[config.mk]
export PLATFORM = sky130hd
export DESIGN_NAME = vr_vc_converter
export DESIGN_NICKNAME = d
export VERILOG_FILES = /design/src/rtl/vr_vc_pkg.sv /design/src/rtl/vr_vc_credit_cnt.sv /design/src/rtl/vr_vc_converter.sv
export SDC_FILE = /design/constraint.sdc
export NUM_CORES = 1
export LEC_CHECK = 0
export ABC_AREA = 1
export CORE_UTILIZATION = 35
export CTS_CLUSTER_SIZE = 24
export DETAILED_ROUTE_END_ITERATION = 16
export GPL_TIMING_DRIVEN = 0
export HOLD_SLACK_MARGIN = 0.12
export MAX_ROUTING_LAYER = met4
export PLACE_DENSITY = 0.81
export SLEW_MARGIN = 20
export SYNTH_ARGS = -nofsm -noshare
export SYNTH_HDL_FRONTEND = slang
export SYNTH_SLANG_ARGS = --single-unit
[constraint.sdc]
create_clock -name clk -period 1.5 [get_ports clk]
set_clock_uncertainty 0.1 [all_clocks]
set_input_delay 0.15 -clock clk [delete_from_list [all_inputs] [get_ports clk]]
set_output_delay 0.15 -clock clk [all_outputs]
set_load 0.1 [all_outputs]
[src/rtl/vr_vc_pkg.sv]
// Shared types and helpers for valid/ready <-> valid/credit bridges.
package vr_vc_pkg;

  typedef enum logic {
    RESET  = 1'b0,
    ACTIVE = 1'b1
  } state_t;

  // Bits needed to hold a credit count in the range 0..n inclusive.
  function automatic int credit_w(input int n);
    return $clog2(n + 1);
  endfunction

endpackage

[src/rtl/vr_vc_credit_cnt.sv]
// Saturating credit counter for credit-based transmitters (range 0..CREDIT_NUM).
// With VR_VC_CREDIT_CHECK_EN defined, overflow_o flags a return while already full.
module vr_vc_credit_cnt
  import vr_vc_pkg::*;
#(
  parameter int CREDIT_NUM = 2
) (
  input  logic                             clk,
  input  logic                             rst,
  input  logic                             dec_i,
  input  logic                             inc_i,
  output logic [credit_w(CREDIT_NUM)-1:0]  cnt_o,
  output logic                             nonzero_o
`ifdef VR_VC_CREDIT_CHECK_EN
  ,
  output logic                             overflow_o
`endif
);

  localparam int CW = credit_w(CREDIT_NUM);
  localparam logic [CW-1:0] MAX = CW'(CREDIT_NUM);

  logic [CW-1:0] cnt_q, cnt_d;

  // A simultaneous spend and return cancel out; both ends clamp instead of wrapping.
  always_comb begin
    cnt_d = cnt_q;
    if (inc_i && !dec_i) begin
      if (cnt_q != MAX) cnt_d = cnt_q + CW'(1);
    end else if (dec_i && !inc_i) begin
      if (cnt_q != '0) cnt_d = cnt_q - CW'(1);
    end
  end

  always_ff @(posedge clk) begin
    if (rst) cnt_q <= MAX;
    else     cnt_q <= cnt_d;
  end

  assign cnt_o     = cnt_q;
  assign nonzero_o = (cnt_q != '0);

`ifdef VR_VC_CREDIT_CHECK_EN
  assign overflow_o = inc_i && !dec_i && (cnt_q == MAX);
`endif

endmodule

[src/rtl/vr_vc_converter.sv]
// Valid/ready slave to valid/credit master bridge with a local credit mirror.
// Optional VR_VC_CREDIT_CHECK_EN adds a sticky err_o and an overflow assertion.
module vr_vc_converter
  import vr_vc_pkg::*;
#(
  parameter int DATA_WIDTH = 8,
  parameter int CREDIT_NUM = 2
) (
  input  logic                  clk,
  input  logic                  rst,
  input  logic [DATA_WIDTH-1:0] s_data_i,
  input  logic                  s_valid_i,
  output logic                  s_ready_o,
  output logic [DATA_WIDTH-1:0] m_data_o,
  output logic                  m_valid_o,
  input  logic                  m_credit_i
`ifdef VR_VC_CREDIT_CHECK_EN
  ,
  output logic                  err_o
`endif
);

  localparam int CW = credit_w(CREDIT_NUM);

  state_t                state_q, state_d;
  logic [DATA_WIDTH-1:0] data_q, data_d;
  logic                  valid_q, valid_d;
  logic                  accept;
  logic                  cnt_nonzero;
  logic [CW-1:0]         credit_cnt;
`ifdef VR_VC_CREDIT_CHECK_EN
  logic                  credit_ovf;
  logic                  err_q, err_d;
`endif

  vr_vc_credit_cnt #(
    .CREDIT_NUM (CREDIT_NUM)
  ) u_cnt (
    .clk        (clk),
    .rst        (rst),
    .dec_i      (accept),
    .inc_i      (m_credit_i),
    .cnt_o      (credit_cnt),
    .nonzero_o  (cnt_nonzero)
`ifdef VR_VC_CREDIT_CHECK_EN
    ,
    .overflow_o (credit_ovf)
`endif
  );

  always_comb begin
    state_d = state_q;
    case (state_q)
      RESET:   state_d = ACTIVE;
      ACTIVE:  state_d = ACTIVE;
      default: state_d = RESET;
    endcase
  end

  // Ready is built from registers only, so upstream sees no path from valid or credit.
  assign s_ready_o = (state_q == ACTIVE) && cnt_nonzero;
  assign accept    = s_valid_i && s_ready_o;

  always_comb begin
    valid_d = accept;
    data_d  = accept ? s_data_i : data_q;
  end

  always_ff @(posedge clk) begin
    if (rst) begin
      state_q <= RESET;
      valid_q <= 1'b0;
      data_q  <= '0;
    end else begin
      state_q <= state_d;
      valid_q <= valid_d;
      data_q  <= data_d;
    end
  end

  assign m_valid_o = valid_q;
  assign m_data_o  = data_q;

`ifdef VR_VC_CREDIT_CHECK_EN
  assign err_d = err_q | credit_ovf;

  always_ff @(posedge clk) begin
    if (rst) err_q <= 1'b0;
    else     err_q <= err_d;
  end

  assign err_o = err_q;

  a_no_credit_overflow: assert property (@(posedge clk) disable iff (rst) !credit_ovf);
`endif

endmodule

After elaboration in Yosys (flattened, before gate mapping)
Index checks and enable logic that the tools add are counted.
Widths: inputs -> output; s select.
{"block": "op_classes", "mux": 5, "n_reduce_logical": 10, "addsub": 2, "eq_ne": 2}
{"op": "$mux 2", "count": 4}
{"op": "$reduce_bool 2->1", "count": 3}
{"op": "$logic_and 1x1->1", "count": 4}
{"op": "$ne 2x2->1 const B", "count": 2}
{"op": "$reduce_and 3->1", "count": 1}
{"op": "$add 2x1->2 const B", "count": 1}
{"op": "$logic_not 1->1", "count": 2}
{"op": "$sub 2x1->2 const B", "count": 1}
{"op": "$mux 1", "count": 1}
{"block": "totals", "register_bits": 12, "input_bits": 12}

Depth between registers and ports, before layout
{"block": "depth", "ltp_word": 7, "depth_mapped": 8}

By module
A second synthesis with hierarchy kept.
{"block": "hier_totals", "cells_unflattened": 77, "hier_area_um2": 535.5}
{"module": "vr_vc_converter", "instances": 1, "cells_per_inst": 57, "area_each_um2": 397.9}
{"module": "vr_vc_credit_cnt", "instances": 1, "cells_per_inst": 20, "area_each_um2": 137.6}

Least setup slack after synthesis
Ideal clock, no wire load.
{"block": "synth_path", "path_kind": "reg-to-reg", "start": "reg, netlist name m_data_o[0]", "end": "reg data_q[0] (netlist: m_data_o[0])", "setup_ns": 0.070, "path_slack_ns": 0.151, "t_arrival_ns": 1.178, "path_stages_with_launch": 3, "cell_sequence": "dfxtp_1 -> nand2_1 -> a21oi_1"}
{"element": "end signal: assignment", "line": "vr_vc_converter.sv:77", "text": "data_q <= data_d;"}
{"element": "end: declaration", "line": "vr_vc_converter.sv:26", "text": "logic [DATA_WIDTH-1:0] data_q, data_d;"}

Worst setup path in the final report
{"block": "layout_path", "start": "reg data_q[7] (netlist: m_data_o[7])", "end": "out m_data_o[7]"}
{"element": "end: declaration", "line": "vr_vc_converter.sv:14", "text": "output logic [DATA_WIDTH-1:0] m_data_o,"}
No word-level cell between the ends.

==> insert_results.sql <==
INSERT INTO impl_metrics (metric_group, metric, value, unit) VALUES
('pwr', 'power_density_cells', '1160', 'mW/mm2'),
('cts', 'cts-buffers-inserted', '3', ''),
('cells_and_area', 'share_of_final_layout_standard_cells_stronger_than_drive_strength_1', '0.271', ''),
('drt', 'viasPerCell', '4.85', ''),
('synth', 'synth.ff_latch_count', '12', ''),
('synth', 'yosysMostFrequentCell', 'sky130_fd_sc_hd__nand3_1', ''),
('run_status', 'outcome', 'finished, final reports clean', ''),
('timing', 'drv_slew', '0', ''),
('synth', 'yosysUniqueCellTypes', '14', ''),
('drt', 'drtAntennaViolNets', '0', ''),
('pwr', 'total_power', '0.000878', 'W'),
('pwr', 'ir_drop', '0.745', 'mV'),
('timing', 'rsz0062_at_grt', 'no', ''),
('floorplanning', 'design.die.area', '0.00154', 'mm2'),
('drt', 'post_drt_wl_per_cell', '10.2', 'um'),
('timing', 'tightest_slew', '0.545', 'ns'),
('timing', 'timing.fmax', '704', 'MHz'),
('critical_path', 'critical_path.cell_chain', 'clkdlybuf4s15_2', ''),
('cts', 'worst_setup_hold_path_clk_slew', '0.08', 'ns'),
('synth', 'syn_inst', '61', ''),
('drt', 'vias', '485', ''),
('pwr', 'seq_power_share', '0.407', ''),
('floorplanning', 'fp.dieH', '39.2', 'um'),
('timing', 'hold_viol', '0', ''),
('grt', 'number_of_antenna_violations_at_the_first_check_in_global_routing', '0', ''),
('pwr', 'pwr-share-clk', '0.291', ''),
('cts', 'postCtsSetupBuffers', '0', ''),
('placed_design', 'dp_cells', '95', ''),
('pwr', 'switching_power', '0.000305', 'W'),
('synth', 'synthesis.area_per_instance', '7.94', 'um2'),
('critical_path', 'cp.required', '1.25', 'ns'),
('cells_and_area', 'final-instance-count-excl-fill', '100', ''),
('flow_run', 'cap_violations', '0', ''),
('placed_design', 'gp_congestion', '0.805', ''),
('cells_and_area', 'nNetsFinal', '98', ''),
('pwr', 'power_frac_comb', '0.302', ''),
('drt', 'remaining_drc_errors', '0', ''),
('synth', 'mappedNetlistArea', '484', 'um2'),
('floorplanning', 'core_region_area', '0.00130', 'mm2'),
('cts', 'cts_num_sinks', '12', ''),
('synth', 'synthArstFlopShare', '0', ''),
('cts', 'cts-root-to-sink-buffers', '2', ''),
('synth', 'synth_area_leaders', 'sky130_fd_sc_hd__dfxtp_1 (50%), sky130_fd_sc_hd__nand3_1 (13%), sky130_fd_sc_hd__a21oi_1 (9.3%)', ''),
('synth', 'synth_sequential_area_ratio', '0.496', ''),
('critical_path', 'worst_ep_arrival_time', '1.17', 'ns'),
('drt', 'drt-initial-drc-count', '11', ''),
('cts', 'tritoncts', 'built', ''),
('grt', 'first_pass_grt_wire_length', '1.58', 'mm'),
('grt', 'total_congestion_overflow', '0', ''),
('pwr', 'leakage', '0.307', 'nW'),
('timing', 'finalCritPeriodShare', '0.946', ''),
('synth', 'synth-warning-count', '0', ''),
('critical_path', 'critical_path.endpoint_type', 'output port', ''),
('placed_design', 'portBuffers', '19', ''),
('timing', 'slew-limit-headroom', '0.639', ''),
('critical_path', 'critical_path.top_delay_family', 'buffers and inverters', ''),
('pwr', 'intPower', '0.000572', 'W'),
('pwr', 'switching_share', '0.348', ''),
('critical_path', 'cp-start-kind', 'register', ''),
('synth', 'synthFlopType', 'sky130_fd_sc_hd__dfxtp_1', ''),
('min_path', 'hold_path_class', 'input port to register', ''),
('synth', 'synth_largest_area_cell', 'sky130_fd_sc_hd__dfxtp_1', ''),
('critical_path', 'critPathSlowestCell', 'sky130_fd_sc_hd__clkdlybuf4s15_2', ''),
('critical_path', 'critical_path.max_stage_delay', '0.56', 'ns'),
('floorplanning', 'floorplan.io_pins', '22', ''),
('synth', 'syn_nets', '73', ''),
('drt', 'finalWirelength', '1.02', 'mm'),
('critical_path', 'worstPathBufferInverterCount', '1', ''),
('placed_design', 'place_hpwl', '731', 'um'),
('timing', 'setup_viol_count_final', '0', ''),
('grt', 'first_global_vias', '389', '');
==> routing by layer <==
metal  global-route usage  vias to the layer above  part of all wire
met1                0.177                      214              0.46
met2                0.258                       17              0.46
met5                    -                        -                 0
met3               0.0520                        2             0.064
li1                     -                      252                 -
met4               0.0776                        0             0.016
==> cells in the final DEF, fill, tap and decap left out <==
cell type and n:
sky130_fd_sc_hd__dlygate4sd3_1 1, sky130_fd_sc_hd__clkbuf_1 1, sky130_fd_sc_hd__nand4_1 1, sky130_fd_sc_hd__clkbuf_4 3
sky130_fd_sc_hd__a21oi_1 9, sky130_fd_sc_hd__inv_2 2, sky130_fd_sc_hd__clkbuf_8 1, sky130_fd_sc_hd__o21a_1 1
sky130_fd_sc_hd__nand3_2 1, sky130_fd_sc_hd__nand2_1 12, sky130_fd_sc_hd__buf_8 1, sky130_fd_sc_hd__inv_1 2
sky130_fd_sc_hd__buf_6 1, sky130_fd_sc_hd__buf_4 2, sky130_fd_sc_hd__nor2_1 2, sky130_fd_sc_hd__dfxtp_1 11
sky130_fd_sc_hd__clkdlybuf4s50_1 9, sky130_fd_sc_hd__nand3_1 13, sky130_fd_sc_hd__dfxtp_2 1, sky130_fd_sc_hd__clkdlybuf4s15_2 9
sky130_fd_sc_hd__nand2_2 2
==> cell type report <==
class | instances | area, um2
Buffer | 4 | 30.0
Clock buffer | 4 | 36.3
Fill cell | 129 | 544
Inverter | 4 | 15.0
Multi-Input combinational cell | 41 | 199
Sequential cell | 12 | 241
Tap cell | 15 | 18.8
Timing Repair Buffer | 20 | 216
==> worst register-to-register path, stage by stage (launching register included) <==
cell and delay (ns):
sky130_fd_sc_hd__dfxtp_1 0.38, sky130_fd_sc_hd__inv_2 0.07, sky130_fd_sc_hd__nand2_2 0.08, sky130_fd_sc_hd__nand3_2 0.07, sky130_fd_sc_hd__buf_6 0.15, sky130_fd_sc_hd__nand2_2 0.05, sky130_fd_sc_hd__nand2_1 0.05, sky130_fd_sc_hd__nand3_1 0.06
sky130_fd_sc_hd__nand3_1 0.07
==> worst paths after layout <==
check / end / slack (ns) / cells past startpoint / start
setup / recovery: m_data_o[7] / 0.08 / 1 / m_data_o[7]
hold / removal: m_valid_o / 0.13 / 2 / rst
setup reg to reg: u_cnt.cnt_o[1] / 0.32 / 8 / u_cnt.cnt_o[0]
hold reg to reg: m_data_o[3] / 0.37 / 2 / m_data_o[3]
==> power by group through the flow <==
stage	Combinational, W	Sequential [W]	Clock [W]
2_1_floorplan	0.000100	0.000456	0
3_3_place_gp	0.000260	0.000363	0
3_5_place_dp	0.000262	0.000364	0
4_1_cts	0.000263	0.000356	0.000261
5_1_grt	0.000281	0.000361	0.000285
6_report	0.000265	0.000357	0.000255
==> metrics by stage <==
stage	area (um2)	hold WS [ns]	utilization	worst slack, ns	TNS, ns
floorplan	484	0.213	-	0.151	0
global placement	693	0.349	0.533	-0.572	-2.19
detailed placement	693	0.354	0.533	-0.576	-2.24
CTS	752	0.135	0.578	0.0286	0
global route	757	0.150	0.582	0.0299	0
finish	757	0.135	0.582	0.0804	0
==> sequential cells by signal, summed over array words and instances (netlist names) <==
register,count
state_q,1
u_cnt.cnt_o,2
m_data_o,8
m_valid_o,1
==> cells by family (layout without fill, tap and decap cells) <==
logic type      after synthesis  after routing  synth area share
flops                        12             12             0.496
buf+inv                       8             32            0.0930
simple gates                 31             31             0.302
compound gates               10             10             0.109
==> timing repair <==
action	4_1_cts	5_1_grt
gates resized for setup	34	2
hold endpoints to repair	4	0
endpoints found under the setup margin	10	1
hold buffers	1	0
(Power assumes the default switching activity.)
